$ cat config.mk
export PLATFORM = sky130hd
export DESIGN_NAME = instruction_fetch_unit
export DESIGN_NICKNAME = d
export VERILOG_FILES = /design/src/rtl/instruction_fetch_unit_pkg.sv /design/src/rtl/instruction_fetch_unit_fetch_buffer.sv /design/src/rtl/instruction_fetch_unit.sv
export SDC_FILE = /design/constraint.sdc
export NUM_CORES = 1
export LEC_CHECK = 0
export ABC_AREA = 1
export ABC_CLOCK_PERIOD_IN_PS = 2000
export CORE_MARGIN = 2
export CORE_UTILIZATION = 49
export CTS_BUF_LIST = sky130_fd_sc_hd__clkbuf_8
export DETAILED_ROUTE_END_ITERATION = 8
export PLACE_DENSITY_LB_ADDON = 0.05
export SYNTH_ARGS = -nofsm -noshare
export SYNTH_HDL_FRONTEND = slang
export SYNTH_HIERARCHICAL = 1
export SYNTH_SLANG_ARGS = --single-unit
$ cat constraint.sdc
create_clock -name clk -period 2 [get_ports clk]
set_input_delay 0.4 -clock clk [delete_from_list [all_inputs] [get_ports clk]]
set_output_delay 0.4 -clock clk [all_outputs]
set_load 0.005 [all_outputs]
$ cat src/rtl/instruction_fetch_unit_pkg.sv
// Shared types and constants for the instruction fetch unit and its output buffer.
package instruction_fetch_unit_pkg;

    typedef enum logic [1:0] {
        IFU_IDLE = 2'd0,
        IFU_RUN  = 2'd1,
        IFU_HALT = 2'd2
    } ifu_state_e;

    localparam int unsigned INSTR_W   = 32;
    localparam int unsigned BUF_DEPTH = 2;
    localparam int unsigned BUF_PTR_W = $clog2(BUF_DEPTH);
    localparam int unsigned BUF_CNT_W = $clog2(BUF_DEPTH + 1);

    localparam logic [INSTR_W-1:0] HALT_WORD = 32'h0000_0000;

    // An all-zero word marks unfilled instruction memory.
    function automatic logic is_halt_word(input logic [INSTR_W-1:0] word);
        return word == HALT_WORD;
    endfunction

endpackage

$ cat src/rtl/instruction_fetch_unit_fetch_buffer.sv
// Two-entry FIFO of {pc, instr} between fetch and decode; flush overrides push and pop.
module instruction_fetch_unit_fetch_buffer
    import instruction_fetch_unit_pkg::*;
#(
    parameter int unsigned PC_W = 32
) (
    input  logic                 clk,
    input  logic                 rst_n,
    input  logic                 push,
    input  logic [PC_W-1:0]      push_pc,
    input  logic [INSTR_W-1:0]   push_instr,
    input  logic                 pop,
    input  logic                 flush,
    output logic [BUF_CNT_W-1:0] count,
    output logic                 head_valid,
    output logic [PC_W-1:0]      head_pc,
    output logic [INSTR_W-1:0]   head_instr
);

    logic [PC_W-1:0]      pc_q    [BUF_DEPTH];
    logic [INSTR_W-1:0]   instr_q [BUF_DEPTH];
    logic [BUF_PTR_W-1:0] rd_ptr_q;
    logic [BUF_PTR_W-1:0] wr_ptr_q;
    logic [BUF_CNT_W-1:0] count_q;
    logic [BUF_CNT_W-1:0] count_next_c;
    logic                 do_pop_c;
    logic                 do_push_c;

    assign do_pop_c  = pop && (count_q != '0);
    assign do_push_c = push && ((count_q < BUF_CNT_W'(BUF_DEPTH)) || do_pop_c);

    always_comb begin
        count_next_c = count_q;
        unique case ({do_push_c, do_pop_c})
            2'b10:   count_next_c = count_q + BUF_CNT_W'(1);
            2'b01:   count_next_c = count_q - BUF_CNT_W'(1);
            default: count_next_c = count_q;
        endcase
    end

    always_ff @(posedge clk or negedge rst_n) begin
        if (!rst_n) begin
            rd_ptr_q <= '0;
            wr_ptr_q <= '0;
            count_q  <= '0;
            for (int i = 0; i < BUF_DEPTH; i++) begin
                pc_q[i]    <= '0;
                instr_q[i] <= '0;
            end
        end else if (flush) begin
            rd_ptr_q <= '0;
            wr_ptr_q <= '0;
            count_q  <= '0;
        end else begin
            if (do_push_c) begin
                pc_q[wr_ptr_q]    <= push_pc;
                instr_q[wr_ptr_q] <= push_instr;
                wr_ptr_q          <= wr_ptr_q + BUF_PTR_W'(1);
            end
            if (do_pop_c) begin
                rd_ptr_q <= rd_ptr_q + BUF_PTR_W'(1);
            end
            count_q <= count_next_c;
        end
    end

    // Head is a register-select only; nothing from push/pop reaches it in the same cycle.
    assign count      = count_q;
    assign head_valid = count_q != '0;
    assign head_pc    = pc_q[rd_ptr_q];
    assign head_instr = instr_q[rd_ptr_q];

endmodule

$ cat src/rtl/instruction_fetch_unit.sv
// Instruction fetch unit: PC, imem read port, redirect/halt FSM and decode handoff buffer.
// Define IFU_PERF_CNT_EN to add the saturating fetch_count port.
module instruction_fetch_unit
    import instruction_fetch_unit_pkg::*;
#(
    parameter logic [31:0] RESET_PC = 32'h0000_0000,
    parameter int unsigned PC_W     = 32
) (
    input  logic               clk,
    input  logic               rst_n,
    input  logic               start,
    output logic [PC_W-1:0]    imem_addr,
    input  logic [INSTR_W-1:0] imem_data,
    input  logic               redirect_valid,
    input  logic [PC_W-1:0]    redirect_pc,
    output logic               out_valid,
    input  logic               out_ready,
    output logic [INSTR_W-1:0] out_instr,
    output logic [PC_W-1:0]    out_pc,
    output logic               halted
`ifdef IFU_PERF_CNT_EN
    ,
    output logic [31:0]        fetch_count
`endif
);

    localparam logic [PC_W-1:0] PC_ALIGN_MASK = ~PC_W'(3);
    localparam logic [PC_W-1:0] RESET_PC_AL   = PC_W'(RESET_PC) & PC_ALIGN_MASK;

    ifu_state_e           state_q;
    logic [PC_W-1:0]      fetch_pc_q;
    logic [BUF_CNT_W-1:0] buf_count;
    logic                 buf_valid;
    logic [PC_W-1:0]      redirect_target_c;
    logic                 pop_c;
    logic                 has_room_c;
    logic                 fetch_fire_c;
    logic                 word_is_halt_c;
    logic                 push_c;

    assign redirect_target_c = redirect_pc & PC_ALIGN_MASK;
    assign pop_c             = buf_valid && out_ready;
    assign has_room_c        = (buf_count < BUF_CNT_W'(BUF_DEPTH)) || pop_c;
    assign fetch_fire_c      = (state_q == IFU_RUN) && !redirect_valid && has_room_c;
    assign word_is_halt_c    = is_halt_word(imem_data);
    assign push_c            = fetch_fire_c && !word_is_halt_c;

    assign imem_addr = {2'b00, fetch_pc_q[PC_W-1:2]};

    // Control FSM with fetch PC and halted flag; redirect outranks everything.
    always_ff @(posedge clk or negedge rst_n) begin
        if (!rst_n) begin
            state_q    <= IFU_IDLE;
            fetch_pc_q <= RESET_PC_AL;
            halted     <= 1'b0;
        end else begin
            unique case (state_q)
                IFU_IDLE: begin
                    if (redirect_valid) begin
                        fetch_pc_q <= redirect_target_c;
                    end else if (start) begin
                        state_q <= IFU_RUN;
                    end
                end
                IFU_RUN: begin
                    if (redirect_valid) begin
                        fetch_pc_q <= redirect_target_c;
                        halted     <= 1'b0;
                    end else if (fetch_fire_c) begin
                        if (word_is_halt_c) begin
                            state_q <= IFU_HALT;
                            halted  <= 1'b1;
                        end else begin
                            fetch_pc_q <= fetch_pc_q + PC_W'(4);
                        end
                    end
                end
                IFU_HALT: begin
                    if (redirect_valid) begin
                        state_q    <= IFU_RUN;
                        fetch_pc_q <= redirect_target_c;
                        halted     <= 1'b0;
                    end
                end
                default: begin
                    state_q <= IFU_IDLE;
                    halted  <= 1'b0;
                end
            endcase
        end
    end

    instruction_fetch_unit_fetch_buffer #(
        .PC_W (PC_W)
    ) u_fetch_buffer (
        .clk        (clk),
        .rst_n      (rst_n),
        .push       (push_c),
        .push_pc    (fetch_pc_q),
        .push_instr (imem_data),
        .pop        (pop_c),
        .flush      (redirect_valid),
        .count      (buf_count),
        .head_valid (buf_valid),
        .head_pc    (out_pc),
        .head_instr (out_instr)
    );

    assign out_valid = buf_valid;

`ifdef IFU_PERF_CNT_EN
    // Saturating count of buffered instructions; redirects leave it alone.
    always_ff @(posedge clk or negedge rst_n) begin
        if (!rst_n) begin
            fetch_count <= '0;
        end else if (push_c && (fetch_count != 32'hFFFF_FFFF)) begin
            fetch_count <= fetch_count + 32'd1;
        end
    end
`endif

endmodule

==> load_flow_metrics.sql <==
INSERT INTO impl_metrics (metric_group, metric, value, unit) VALUES
('run_status', 'status', 'finished with violations', ''),
('run_status', 'failing_checks', 'negative setup slack', ''),
('yosys', 'yosys.area.top_type', 'sky130_fd_sc_hd__dfrtp_1', ''),
('min_path', 'hold_path_depth', '3', ''),
('detailed_routing', 'drc', '0', ''),
('sta', 'hold_slack_final', '261', 'ps'),
('global_route', 'grt_max_degree', '52', ''),
('critical_path', 'ff2ff_path_depth', '13', ''),
('critical_path', 'critical_path.reg2reg.startpoint', 'state_q[0]', ''),
('sta', 'post-route-period-util', '105', '%'),
('detailed_routing', 'wl_per_cell', '16.0', 'um'),
('power', 'leakagePower', '6.25', 'nW'),
('power', 'irDropWorstVdd', '0.598', 'mV'),
('detailed_routing', 'firstDrtPassIters', '6', ''),
('floorplan', 'placement_rows', '48', ''),
('sta', 'setup_viol', '18', ''),
('min_path', 'hold-path-endpoint', 'u_fetch_buffer/instr_q[5]', ''),
('sta', 'max_slew_margin', '59.4', '%'),
('placed_design', 'buffer_ports.inserted', '162', ''),
('cts', 'h-tree-depth', '4', ''),
('layout', 'finish.net_count', '1459', ''),
('critical_path', 'cp-start-kind', 'register', ''),
('power', 'swShare', '37.9', '%'),
('yosys', 'yosys-top-cells-area', 'sky130_fd_sc_hd__dfrtp_1, sky130_fd_sc_hd__nand2_1, sky130_fd_sc_hd__o21ai_2', ''),
('yosys', 'most_used_standard_cell_by_instance_count_after_synthesis', 'sky130_fd_sc_hd__nand2_1', ''),
('yosys', 'yosysWarnings', '6', ''),
('detailed_routing', 'vias_per_cell', '5.09', ''),
('critical_path', 'kind_of_capture_point_of_the_worst_setup_path', 'output port', ''),
('power', 'comb_power_share', '45.0', '%'),
('min_path', 'min-delay-start', 'imem_data[5]', ''),
('critical_path', 'critPathRequiredTime', '1600', 'ps'),
('yosys', 'yosysSeqAreaShare', '47.8', '%'),
('critical_path', 'worstSetupPathType', 'reg -> out', ''),
('cts', 'cts_inserted_buffers', '17', ''),
('sta', 'slew_viol_final', '0', ''),
('placed_design', 'place.detailed.instances', '1552', ''),
('detailed_routing', 'detail-route-antenna-nets', '0', ''),
('global_route', 'via_count_of_the_first_global_routing_pass', '7762', ''),
('sta', 'tns', '-720', 'ps'),
('detailed_routing', 'routed.top_layer', 'met4', ''),
('detailed_routing', 'wl_met2', '12900', 'um'),
('yosys', 'postSynth.topFlopCell', 'sky130_fd_sc_hd__dfrtp_1', ''),
('cts', 'cts_tree', 'yes', ''),
('cts', 'clock_tree.buffer_depth', '2', ''),
('sta', 'timing.final.crit_period', '2100', 'ps'),
('power', 'power_frac_seq', '37.6', '%'),
('yosys', 'number_of_flops_mapped_to_enable_cells_by_yosys', '0', ''),
('global_route', 'grt_pass1_wl', '39000', 'um'),
('critical_path', 'r2r_setup_slack', '-40', 'ps'),
('critical_path', 'critPathMaxFanout', '6', ''),
('power', 'total_power', '0.0156', 'W'),
('global_route', 'global_route.usage.total', '27.0', '%'),
('power', 'power.density', '1280', 'nW/um^2'),
('cts', 'insertion_delay', '470', 'ps'),
('global_route', 'gr-total-overflow', '0', ''),
('global_route', 'grt_antenna_before_repair', '0', ''),
('power', 'switching_power', '0.00591', 'W'),
('sta', 'final.setup.worst_slack', '-100', 'ps'),
('sta', 'setup_repair_after_global_routing_missed_its_margin', 'yes', ''),
('placed_design', 'gp_routability_congestion', '0.871', ''),
('floorplan', 'fp.dieArea', '18700', 'sq um'),
('sta', 'max_freq', '0.476', 'GHz'),
('floorplan', 'core_area', '17300', 'sq um'),
('sta', 'worst_pin_slew', '607', 'ps'),
('min_path', 'timing.hold.worst.class', 'in -> reg', ''),
('sta', 'finalHoldViolations', '0', ''),
('layout', 'antenna-diode-count', '0', ''),
('critical_path', 'crit_arrival', '1700', 'ps'),
('layout', 'area_growth', '40.6', '%'),
('cts', 'cts_sinks', '165', ''),
('layout', 'layout-drive-gt1-share', '24.6', '%');
## area by class of cell
cell class	instances	area (sq um)
inverters	96	365
clock buffers	18	248
well taps	225	282
flip-flops and latches	165	4140
multi-input cells	846	4110
repair buffers	263	2820
clock inverters	14	198
fillers	1446	5140
## cell usage in the layout (no fill, tap or decap), types with 6 or more instances in the layout
cell type	n
sky130_fd_sc_hd__buf_16	9
sky130_fd_sc_hd__nor2_1	96
sky130_fd_sc_hd__dfrtp_1	160
sky130_fd_sc_hd__clkbuf_8	18
sky130_fd_sc_hd__o21ai_0	16
sky130_fd_sc_hd__nand2_2	43
sky130_fd_sc_hd__buf_4	49
sky130_fd_sc_hd__inv_2	6
sky130_fd_sc_hd__buf_6	24
sky130_fd_sc_hd__o21ai_1	77
sky130_fd_sc_hd__nor2_2	8
sky130_fd_sc_hd__inv_1	89
sky130_fd_sc_hd__o21ai_2	61
sky130_fd_sc_hd__nand3_1	24
sky130_fd_sc_hd__buf_2	32
sky130_fd_sc_hd__or2_0	6
sky130_fd_sc_hd__clkbuf_16	8
sky130_fd_sc_hd__clkdlybuf4s50_1	93
sky130_fd_sc_hd__nand2_1	452
sky130_fd_sc_hd__nand4_1	6
sky130_fd_sc_hd__buf_12	19
sky130_fd_sc_hd__nand2_4	20
sky130_fd_sc_hd__clkbuf_2	14
## repair_timing
item | in CTS | in global routing
hold buffers | 1 | 0
setup buffers | 23 | 5
endpoints found under the setup margin | 66 | 197
pin swaps | 13 | 18
cloned | 10 | 11
endpoints found under the hold margin | 33 | 0
resized for setup | 278 | 105
## worst max-delay path, cell delays in order, from the launching register on
cell                            delay [ps]
sky130_fd_sc_hd__dfrtp_2               450
sky130_fd_sc_hd__buf_6                 160
sky130_fd_sc_hd__bufbuf_16             280
sky130_fd_sc_hd__nand2_1                50
sky130_fd_sc_hd__nand2_1                40
sky130_fd_sc_hd__dlygate4sd2_1         250
## stage by stage
stage / util (%) / setup WS (ps)
CTS: 67.9 / -129
global route: 70.3 / -161
global placement: 62.6 / -497
finish: 70.3 / -100
detailed placement: 62.6 / -503
floorplan: - / 126
## power groups by stage
| stage | clock (W) | sequential, W | combinational (W) |
|---|---|---|---|
| floorplan | 0 | 0.00551 | 0.00323 |
| global placement | 0 | 0.00571 | 0.00612 |
| detailed placement | 0 | 0.00575 | 0.00624 |
| CTS | 0.00277 | 0.00574 | 0.00650 |
| global route | 0.00290 | 0.00603 | 0.00776 |
| finish | 0.00272 | 0.00586 | 0.00701 |
## routing by layer
| metal | vias up | GRT usage (%) |
|---|---|---|
| li1 | 4059 | - |
| met1 | 3926 | 36.2 |
| met2 | 266 | 45.0 |
| met3 | 35 | 4.04 |
| met4 | 0 | 9.34 |
| met5 | - | 0 |
## state kept, by name, summed over array words and instances, names as in the netlist
name	count
state_q	2
u_fetch_buffer/count	2
u_fetch_buffer/rd_ptr_q	1
u_fetch_buffer/pc_q	64
fetch_pc_q	30
u_fetch_buffer/instr_q	64
halted	1
u_fetch_buffer/wr_ptr_q	1
## how the worst max path moves through the flow
stage                                         end  cells past startpoint               startpoint
after global routing                   out_pc[31]                      8  u_fetch_buffer/rd_ptr_q
after CTS                           out_instr[23]                      5  u_fetch_buffer/rd_ptr_q
after global placement    u_fetch_buffer/pc_q[11]                     13           redirect_valid
after floorplan            u_fetch_buffer/pc_q[4]                     13               state_q[0]
after detailed placement  u_fetch_buffer/pc_q[11]                     14            imem_data[28]
final                               out_instr[23]                      5  u_fetch_buffer/rd_ptr_q
## kinds of logic after synthesis
family	synth area share (%)
AO/OA/AOI/OAI	12.2
XOR/XNOR	0.912
adder cells (fa/ha/maj)	0.145
buffers and inverters	8.45
flip-flops	47.8
other	0.0434
AND/OR/NAND/NOR	30.5
Note: power is estimated with default switching activity, not from simulation.
